--- src/rtl/mk_pkg.sv ---
// Shared definitions for the MK command initiator: FSM encodings, core error codes, status layout.
// Latency: n/a (package).
// Backpressure: n/a (package).
package mk_pkg;

    // One-hot FSM encoding
    typedef enum logic [4:0] {
        ST_IDLE    = 5'b00001,
        ST_ISSUE   = 5'b00010,
        ST_WAIT    = 5'b00100,
        ST_TX_STAT = 5'b01000,
        ST_TX_OP   = 5'b10000
    } mk_state_e;

    // Error codes reported by the MK core alongside resp_done
    localparam logic [1:0] ERR_CMD  = 2'b01;
    localparam logic [1:0] ERR_SIZE = 2'b10;
    localparam logic [1:0] ERR_PRM  = 2'b11;

    // Status byte layout: core error in [1:0], timeout flag in [2]
    localparam int STAT_ERR_LSB = 0;
    localparam int STAT_ERR_MSB = 1;
    localparam int STAT_TMO_BIT = 2;

    localparam logic [7:0] STAT_TMO = 8'h04;

    // Status byte for a completed command carrying core error code err
    function automatic logic [7:0] mk_err_status(input logic [1:0] err);
        logic [7:0] s;
        s = '0;
        s[STAT_ERR_MSB:STAT_ERR_LSB] = err;
        return s;
    endfunction

endpackage

--- src/rtl/mk_tmo_cnt.sv ---
// Completion timeout counter: counts enabled cycles from 0, flags expiry at TMO_CYC-1.
// Latency: expire is a decode of the count register (same cycle as the count value).
// Backpressure: none; saturates at TMO_CYC-1 until cleared.
module mk_tmo_cnt #(
    parameter int unsigned TMO_CYC = 1024
) (
    input  logic clk,
    input  logic rst_n,
    input  logic en,
    input  logic clr,
    output logic expire
);

    localparam logic [15:0] TMO_LAST = 16'(TMO_CYC - 1);

    logic [15:0] cnt_q;
    logic [15:0] cnt_d;

    // Next count: clear wins, otherwise count while enabled and not yet at the limit
    always_comb begin
        cnt_d = cnt_q;
        if (clr) begin
            cnt_d = '0;
        end else if (en && (cnt_q != TMO_LAST)) begin
            cnt_d = cnt_q + 16'd1;
        end
    end

    // Count register
    always_ff @(posedge clk or negedge rst_n) begin
        if (!rst_n) begin
            cnt_q <= '0;
        end else begin
            cnt_q <= cnt_d;
        end
    end

    assign expire = en && (cnt_q == TMO_LAST);

endmodule

--- src/rtl/mk_cmd_init.sv ---
// MK command initiator: issues one command per L3 request, waits for completion or timeout, returns status+op bytes.
// Latency: cmd_en in the cycle cmd_rdy is seen in ISSUE; first response byte 1 cycle after resp_done/timeout.
// Backpressure: req_rdy only in IDLE; response bytes held stable until rsp_rdy.
import mk_pkg::*;

module mk_cmd_init #(
    parameter int unsigned TMO_CYC = 1024
) (
    input  logic        clk,
    input  logic        rst_n,
    input  logic        clr_mk,
    input  logic        req_vld,
    output logic        req_rdy,
    input  logic [7:0]  req_op,
    input  logic [15:0] req_extend,
    input  logic [15:0] req_size,
    output logic        cmd_en,
    output logic [4:0]  cmd_op,
    output logic [15:0] cmd_extend,
    output logic [15:0] wr_size,
    input  logic        cmd_rdy,
    input  logic        resp_done,
    input  logic [1:0]  resp_err,
    output logic        mk_abort,
    output logic        rsp_vld,
    output logic [7:0]  rsp_data,
    output logic        rsp_last,
    input  logic        rsp_rdy
);

    mk_state_e   state_q, state_d;
    logic [7:0]  op_q, op_d;
    logic [15:0] ext_q, ext_d;
    logic [15:0] size_q, size_d;
    logic [7:0]  status_q, status_d;

    logic tmo_en;
    logic tmo_clr;
    logic tmo_expire;

    // Counter only runs in WAIT; it restarts from 0 on every entry
    assign tmo_en  = (state_q == ST_WAIT);
    assign tmo_clr = clr_mk || (state_q != ST_WAIT);

    mk_tmo_cnt #(
        .TMO_CYC (TMO_CYC)
    ) u_tmo_cnt (
        .clk    (clk),
        .rst_n  (rst_n),
        .en     (tmo_en),
        .clr    (tmo_clr),
        .expire (tmo_expire)
    );

    // Next-state, field capture and output decode
    always_comb begin
        state_d    = state_q;
        op_d       = op_q;
        ext_d      = ext_q;
        size_d     = size_q;
        status_d   = status_q;
        req_rdy    = 1'b0;
        cmd_en     = 1'b0;
        cmd_op     = '0;
        cmd_extend = '0;
        wr_size    = '0;
        mk_abort   = 1'b0;
        rsp_vld    = 1'b0;
        rsp_data   = '0;
        rsp_last   = 1'b0;

        case (state_q)
            ST_IDLE: begin
                // Held low while reset is asserted, high immediately after release
                req_rdy = rst_n;
                if (req_vld) begin
                    op_d     = req_op;
                    ext_d    = req_extend;
                    size_d   = req_size;
                    status_d = '0;
                    state_d  = ST_ISSUE;
                end
            end
            ST_ISSUE: begin
                cmd_en = cmd_rdy;
                if (cmd_rdy) begin
                    state_d = ST_WAIT;
                end
            end
            ST_WAIT: begin
                // Completion beats a timeout expiring in the same cycle
                if (resp_done) begin
                    status_d = mk_err_status(resp_err);
                    state_d  = ST_TX_STAT;
                end else if (tmo_expire) begin
                    mk_abort = 1'b1;
                    status_d = STAT_TMO;
                    state_d  = ST_TX_STAT;
                end
            end
            ST_TX_STAT: begin
                rsp_vld  = 1'b1;
                rsp_data = status_q;
                if (rsp_rdy) begin
                    state_d = ST_TX_OP;
                end
            end
            ST_TX_OP: begin
                rsp_vld  = 1'b1;
                rsp_data = op_q;
                rsp_last = 1'b1;
                if (rsp_rdy) begin
                    state_d = ST_IDLE;
                end
            end
            default: begin
                state_d = ST_IDLE;
            end
        endcase

        // Command fields are visible from capture until the FSM is back in IDLE
        if (state_q != ST_IDLE) begin
            cmd_op     = op_q[7:3];
            cmd_extend = ext_q;
            wr_size    = size_q;
        end

        // Soft clear overrides everything: no command strobe, no abort, back to IDLE
        if (clr_mk) begin
            state_d  = ST_IDLE;
            status_d = '0;
            cmd_en   = 1'b0;
            mk_abort = 1'b0;
        end
    end

    // State and captured-field registers
    always_ff @(posedge clk or negedge rst_n) begin
        if (!rst_n) begin
            state_q  <= ST_IDLE;
            op_q     <= '0;
            ext_q    <= '0;
            size_q   <= '0;
            status_q <= '0;
        end else begin
            state_q  <= state_d;
            op_q     <= op_d;
            ext_q    <= ext_d;
            size_q   <= size_d;
            status_q <= status_d;
        end
    end

endmodule
--- config.mk ---
export PLATFORM = sky130hd
export DESIGN_NAME = mk_cmd_init
export DESIGN_NICKNAME = d
export VERILOG_FILES = /design/src/rtl/mk_pkg.sv /design/src/rtl/mk_tmo_cnt.sv /design/src/rtl/mk_cmd_init.sv
export SDC_FILE = /design/constraint.sdc
export NUM_CORES = 1
export LEC_CHECK = 0
export ABC_CLOCK_PERIOD_IN_PS = 4500
export CAP_MARGIN = 30
export CORE_MARGIN = 10
export CORE_UTILIZATION = 50
export DETAILED_ROUTE_END_ITERATION = 7
export GPL_TIMING_DRIVEN = 0
export PLACE_DENSITY = 0.85
export SLEW_MARGIN = 40
export SYNTH_ARGS = -nofsm -noshare
export SYNTH_HDL_FRONTEND = slang
export SYNTH_SLANG_ARGS = --single-unit
--- constraint.sdc ---
create_clock -name clk -period 4.5 [get_ports clk]
set_input_delay 0.9 -clock clk [delete_from_list [all_inputs] [get_ports clk]]
set_output_delay 0.9 -clock clk [all_outputs]
set_load 0.02 [all_outputs]
# After elaboration in Yosys (flattened, before gate mapping)
# Cells that the tools add are included.
[op_classes]
n_addsub = 1
n_eq_ne = 14
n_mux = 28
n_reduce_logical = 9
[ops]
columns = ["operator", "count"]
rows = [
  ["16-bit two-way mux", 4],
  ["5-bit two-way mux", 8],
  ["8-bit two-way mux", 4],
  ["8-bit one-hot mux with 2 select lines", 2],
  ["5-bit one-hot mux with 5 select lines", 1],
  ["16-bit by 1-bit adder with 16-bit output (second input constant)", 1],
  ["16-bit by 10-bit == test with 1-bit output (second input constant)", 1],
  ["16-bit by 10-bit inequality test with 1-bit output (second input constant)", 1],
  ["3-bit inequality test (second input constant)", 4],
  ["1-bit two-way mux", 9],
  ["5-bit by 1-bit == test with 1-bit output (second input constant)", 1],
  ["5-bit by 2-bit == test with 1-bit output (second input constant)", 1],
  ["5-bit by 3-bit == test with 1-bit output (second input constant)", 1],
  ["5-bit by 4-bit == test with 1-bit output (second input constant)", 1],
  ["5-bit == test (second input constant)", 1],
  ["5-bit by 1-bit inequality test with 1-bit output (second input constant)", 1],
  ["5-bit by 3-bit inequality test with 1-bit output (second input constant)", 1],
  ["5-bit AND reduction", 1],
  ["4-bit inequality test (second input constant)", 1],
  ["3-bit AND reduction", 1],
  ["3-bit nonzero test", 1],
  ["1-bit logical AND", 2],
  ["2-bit AND reduction", 1],
  ["2-bit nonzero test", 1],
  ["2 further kinds", 2],
]
[word_totals]
reg_bits = 69
output_inout_bits = 50
word_cells = 58

# Logic depth before layout (Yosys ltp)
[logic_depth]
ltp_word = 6
depth_mapped = 7
mapped_depth_nobuf = 6

# Modules after synthesis
# A second synthesis with hierarchy kept.
[unflattened]
cells_unflattened = 293
hier_area_um2 = 3435.8
[by_module_without_submodules]
columns = ["module", "instances", "cells_per_inst", "area_each_um2", "seq_area_each_um2"]
rows = [
  ["mk_cmd_init", 1, 195, 2491.1, 1202.4],
  ["mk_tmo_cnt", 1, 98, 944.7, 400.4],
]

# Worst setup path before layout
# No wires, ideal clock.
[synth_timing]
kind = "reg2out"
from = "register state_q[0]"
to = "output port cmd_extend[0]"
arrival_time_ps = 1941
required_ps = 3600
slack_ps = 1659
path_stages_with_launch = 7
n_path_buf = 3
path_cell_list = "dfstp_2 > buf_2 > or3b_2 > or2_2 > clkbuf_1 > clkbuf_1 > and2_1"
[synth_via]
elab_chain_len = 2
[synth_lines]
columns = ["item", "line", "text"]
rows = [
  ["start: declaration", "mk_cmd_init.sv:31", "mk_state_e state_q, state_d;"],
  ["start signal: assignment", "mk_cmd_init.sv:146", "state_q <= state_d;"],
  ["5-bit by 1-bit inequality test with 1-bit output", "mk_cmd_init.sv:122", "if (state_q != ST_IDLE) begin"],
  ["16-bit two-way mux", "mk_cmd_init.sv:122", ""],
  ["end: declaration", "mk_cmd_init.sv:19", "output logic [15:0] cmd_extend,"],
]
# Every way passes these cells.

# Worst setup path in the final report
[layout_timing]
from = "register state_q[0]"
to = "output port cmd_extend[2]"
# The elaborated chain is that of the path after synthesis.

==> tab_implementation.tex <==
\begin{tabular}{lr}
\hline
Metric & Value \\
\hline
\multicolumn{2}{l}{\textbf{Run status}} \\
\quad Run status & finished, final reports clean \\
\multicolumn{2}{l}{\textbf{Synthesis}} \\
\quad Post-Synthesis Mean Instance Area & $\sim$11 sq um \\
\quad Combined area of all synthesized cells & 3180 sq um \\
\quad Synth warnings & 0 \\
\quad Synth Net Count & approximately 340 \\
\quad Most used flip-flop cell after synthesis & dfrtp\_1 \\
\quad Syn Inst Count & 291 \\
\quad Count of flip-flops with a built-in enable after synthesis & 0 \\
\quad Yosys reg bits & between 60 and 70 \\
\quad Number of unique standard cell types used by synthesis & 46 \\
\quad Share of the yosys chip area belonging to registers & between 50 and 60\% \\
\quad Share of async-settable or async-resettable flops after synthesis & 100\% \\
\multicolumn{2}{l}{\textbf{Min path}} \\
\quad Tightest Hold Check Type & flip-flop to flip-flop \\
\quad Worst-case hold path end point & ext\_q[9] \\
\quad Hold\_sp & ext\_q[9] \\
\quad Worst hold path cell count & 1 \\
\multicolumn{2}{l}{\textbf{Setup path}} \\
\quad Reg-to-reg setup timing slack & $\sim$2.1 ns \\
\quad Worst-path fanout max & 10 \\
\quad Launching point of the worst reg2reg path & state\_q[0] \\
\quad Endpoint of the most critical register-to-register path & state\_q[4] \\
\quad Length in cells of the worst reg-to-reg path & 6 \\
\quad CP Data Arrival Time & $\sim$3.1 ns \\
\quad Worst setup EP type & output pin \\
\quad Category of the most critical setup path & flip-flop to output pin \\
\quad Launching element type of the critical path & flip-flop \\
\quad Critical Path RT & 3.60 ns \\
\multicolumn{2}{l}{\textbf{Die}} \\
\quad Vertical die dimension & around 100 um \\
\quad Number of standard-cell rows in the floorplan & 29 \\
\quad X dimension of the die & between 90 and 100 um \\
\quad Initial core utilization & about half \\
\quad Area of the placeable core & 6280 sq um \\
\quad Area enclosed by the die boundary & between 9000 and 10000 sq um \\
\quad Ports & between 90 and 100 \\
\multicolumn{2}{l}{\textbf{CTS}} \\
\quad Clock tree from TritonCTS & built \\
\quad Quantity of gates resized following cts & 0 \\
\quad Clk Latency, worst-skew pair & 0.33 ns \\
\quad H-tree depth & 3 \\
\quad Number of buffers inserted for hold repair after clock tree synthesis & 0 \\
\quad CTS max path bufs & 2 \\
\quad Clock-pin slew on the worst setup and hold paths & approximately 0.07 ns \\
\quad Root buffer cell & clkbuf\_8 \\
\quad CTS buffer count & 9 \\
\quad Post-CTS setup buffer count & 0 \\
\quad CTS sink cnt & 64 \\
\multicolumn{2}{l}{\textbf{GRT}} \\
\quad Global-route wire length before repair & about 14000 um \\
\quad Largest net degree at the start of global routing & 38 \\
\quad Total congestion overflow & 0 \\
\quad Antenna violations before repair & 0 \\
\quad Via count of the first global-routing pass & $\sim$2.8k \\
\quad Total GRT Usage & between 10\% and 20\% \\
\multicolumn{2}{l}{\textbf{Power and ir drop}} \\
\quad Total power of the final layout & between 0.002 and 0.0025 W \\
\quad Leak pwr & approximately 1.8 nW \\
\quad Power per cell area & 457 nW/um\^{}2 \\
\quad Peak VDD IR & between 300 and 400 uV \\
\multicolumn{2}{l}{\textbf{STA}} \\
\quad Slew margin rel. & 62.5\% \\
\quad Clock period minus final worst setup slack & a little over 4 ns \\
\quad Min Hold Slack & 0.498 ns \\
\quad PnR worst setup slack & 0.471 ns \\
\quad Final-report hold violation count & 0 \\
\quad RSZ-0062 raised after global routing & false \\
\quad Final setup violation count & 0 \\
\quad Slew at the pin closest to its max-slew limit & 0.562 ns \\
\quad Final clock period utilization by the worst path & 89.5\% \\
\quad Count of pins over their slew limit & 0 \\
\quad Post-Route Skew & 0.00528 ns \\
\quad Max Fclk & 0.248 GHz \\
\multicolumn{2}{l}{\textbf{Drt}} \\
\quad Total number of vias & $\sim$2.6k \\
\quad Vias per cell & approximately 5.4 \\
\quad Drt first pass iters & 4 \\
\quad Overall routed net length & $\sim$8400 um \\
\quad Post-detailed-route wirelength per cell & approximately 17 um \\
\quad DRC errors left & 0 \\
\quad Iteration-0 DRC Markers & 165 \\
\quad Residual antenna-violating net count after detailed routing & 0 \\
\multicolumn{2}{l}{\textbf{Place}} \\
\quad Placed cell area & about 4300 sq um \\
\quad Half-perimeter wire length after detailed placement & about 6400 um \\
\quad Routability-driven placement congestion ratio & approximately 0.86 \\
\quad Cell count after placement & $\sim$470 \\
\quad Setup slack after placement & slightly below 0.7 ns \\
\quad Count of buffers from port buffering & 98 \\
\multicolumn{2}{l}{\textbf{Layout}} \\
\quad Leading cell type in the layout, fill and taps excluded & clkdlybuf4s50\_1 \\
\quad Antenna fix cells & 0 \\
\quad Final instance count without filler cells & around 480 \\
\quad Nets@finish & around 450 \\
\quad Most frequent cells in the layout & clkdlybuf4s50\_1, dfrtp\_1, and2\_1, mux2\_2, nor2\_1 \\
\quad P\&R area growth vs syn & 40.8\% \\
\quad Finished layout cell area & between 4000 and 5000 sq um \\
\quad Fill cell total of the finished layout & 448 \\
\quad Fraction of layout cells with a size suffix above 1 & between 15 and 20\% \\
\multicolumn{2}{l}{\textbf{Flow run}} \\
\quad Max-cap violation count & 0 \\
\hline
\end{tabular}
==> cell usage after synthesis (2+ instances only) <==
cell / instances / area (sq um)
a21oi_1: 2 / 10.0
a22o_1: 3 / 26.3
a32o_1: 2 / 20.0
and2_1: 43 / 269
and3_1: 2 / 12.5
buf_1: 4 / 15.0
buf_2: 2 / 10.0
clkbuf_1: 8 / 30.0
dfrtp_1: 63 / 1580
inv_1: 5 / 18.8
mux2_2: 40 / 450
nand2_1: 9 / 33.8
nand3_1: 9 / 45.0
nand4_1: 2 / 12.5
nor2_1: 26 / 97.6
nor3_1: 13 / 65.1
nor3b_1: 2 / 15.0
nor4_1: 6 / 37.5
o21ai_0: 7 / 35.0
or2_2: 2 / 12.5
or4_1: 2 / 15.0
xnor2_1: 13 / 114
xor2_1: 3 / 26.3
==> metrics by stage <==
stage | utilization (%) | TNS, ns
3_5_place_dp | 68.1 | 0
4_1_cts | 71.3 | 0
3_3_place_gp | 67.9 | -0.844
6_report | 71.4 | 0
5_1_grt | 71.4 | 0
2_1_floorplan | - | 0
==> state kept, by name, indices dropped and copies added, names as in the netlist <==
name and count:
ext_q 16, u_tmo_cnt.cnt_q 16, state_q 5, status_q 3
op_q 8, size_q 16
==> where the power goes <==
group / internal (W) / switching [W]
Combinational: 0.000410 / 0.000364
Sequential: 0.000713 / 0.0000635
Clock: 0.000285 / 0.000211
Total: 0.00141 / 0.000639
==> per-layer routing <==
metal,global-route usage [%],wire length [um],vias to the layer above
li1,-,-,1234
met1,18.6,3240,1272
met2,29.6,4400,80
met3,4.95,604,11
met4,7.17,125,0
met5,0,0,-
==> worst max path at each step <==
| stage | startpoint | to | slack, ns |
|---|---|---|---|
| finish | state_q[0] | cmd_extend[2] | 0.47 |
| global route | state_q[0] | cmd_extend[2] | 0.35 |
| CTS | state_q[0] | cmd_extend[2] | 0.46 |
| detailed placement | clr_mk | mk_abort | 0.70 |
| global placement | rst_n | req_rdy | -0.84 |
| floorplan | state_q[0] | cmd_extend[0] | 1.66 |
==> critical path: stages, from the launching register on <==
cell and delay (ns):
dfstp_2 0.51, buf_2 0.19, or3b_2 0.49, or2_2 0.32, clkbuf_1 0.24, clkbuf_1 0.27, and2_1 0.23, clkdlybuf4s50_1 0.55
==> cells by family (layout without fill, tap and decap cells) <==
kind of cell | after synthesis | count (layout) | share of synthesized area (%)
adders and majority gates | 1 | 1 | 0.393
xor gates and xnor gates | 16 | 16 | 4.40
and+or+nand+nor | 130 | 130 | 23.5
AOI/OAI and AO/OA | 19 | 19 | 4.09
buffers and inverters | 19 | 134 | 2.32
DFF | 64 | 64 | 50.4
muxes | 42 | 42 | 14.9
==> cell type report <==
class / instances / area [sq um] / share of cell area (%)
Timing Repair Buffer: 99 / 998 / 22.3
Clock inverter: 3 / 40.0 / 0.893
Inverter: 5 / 18.8 / 0.419
Multi-Input combinational cell: 208 / 1510 / 33.7
Buffer: 14 / 55.1 / 1.23
Clock buffer: 13 / 159 / 3.55
Tap cell: 77 / 96.3 / 2.15
Sequential cell: 64 / 1600 / 35.8
Power figures use the tool's default switching activity.
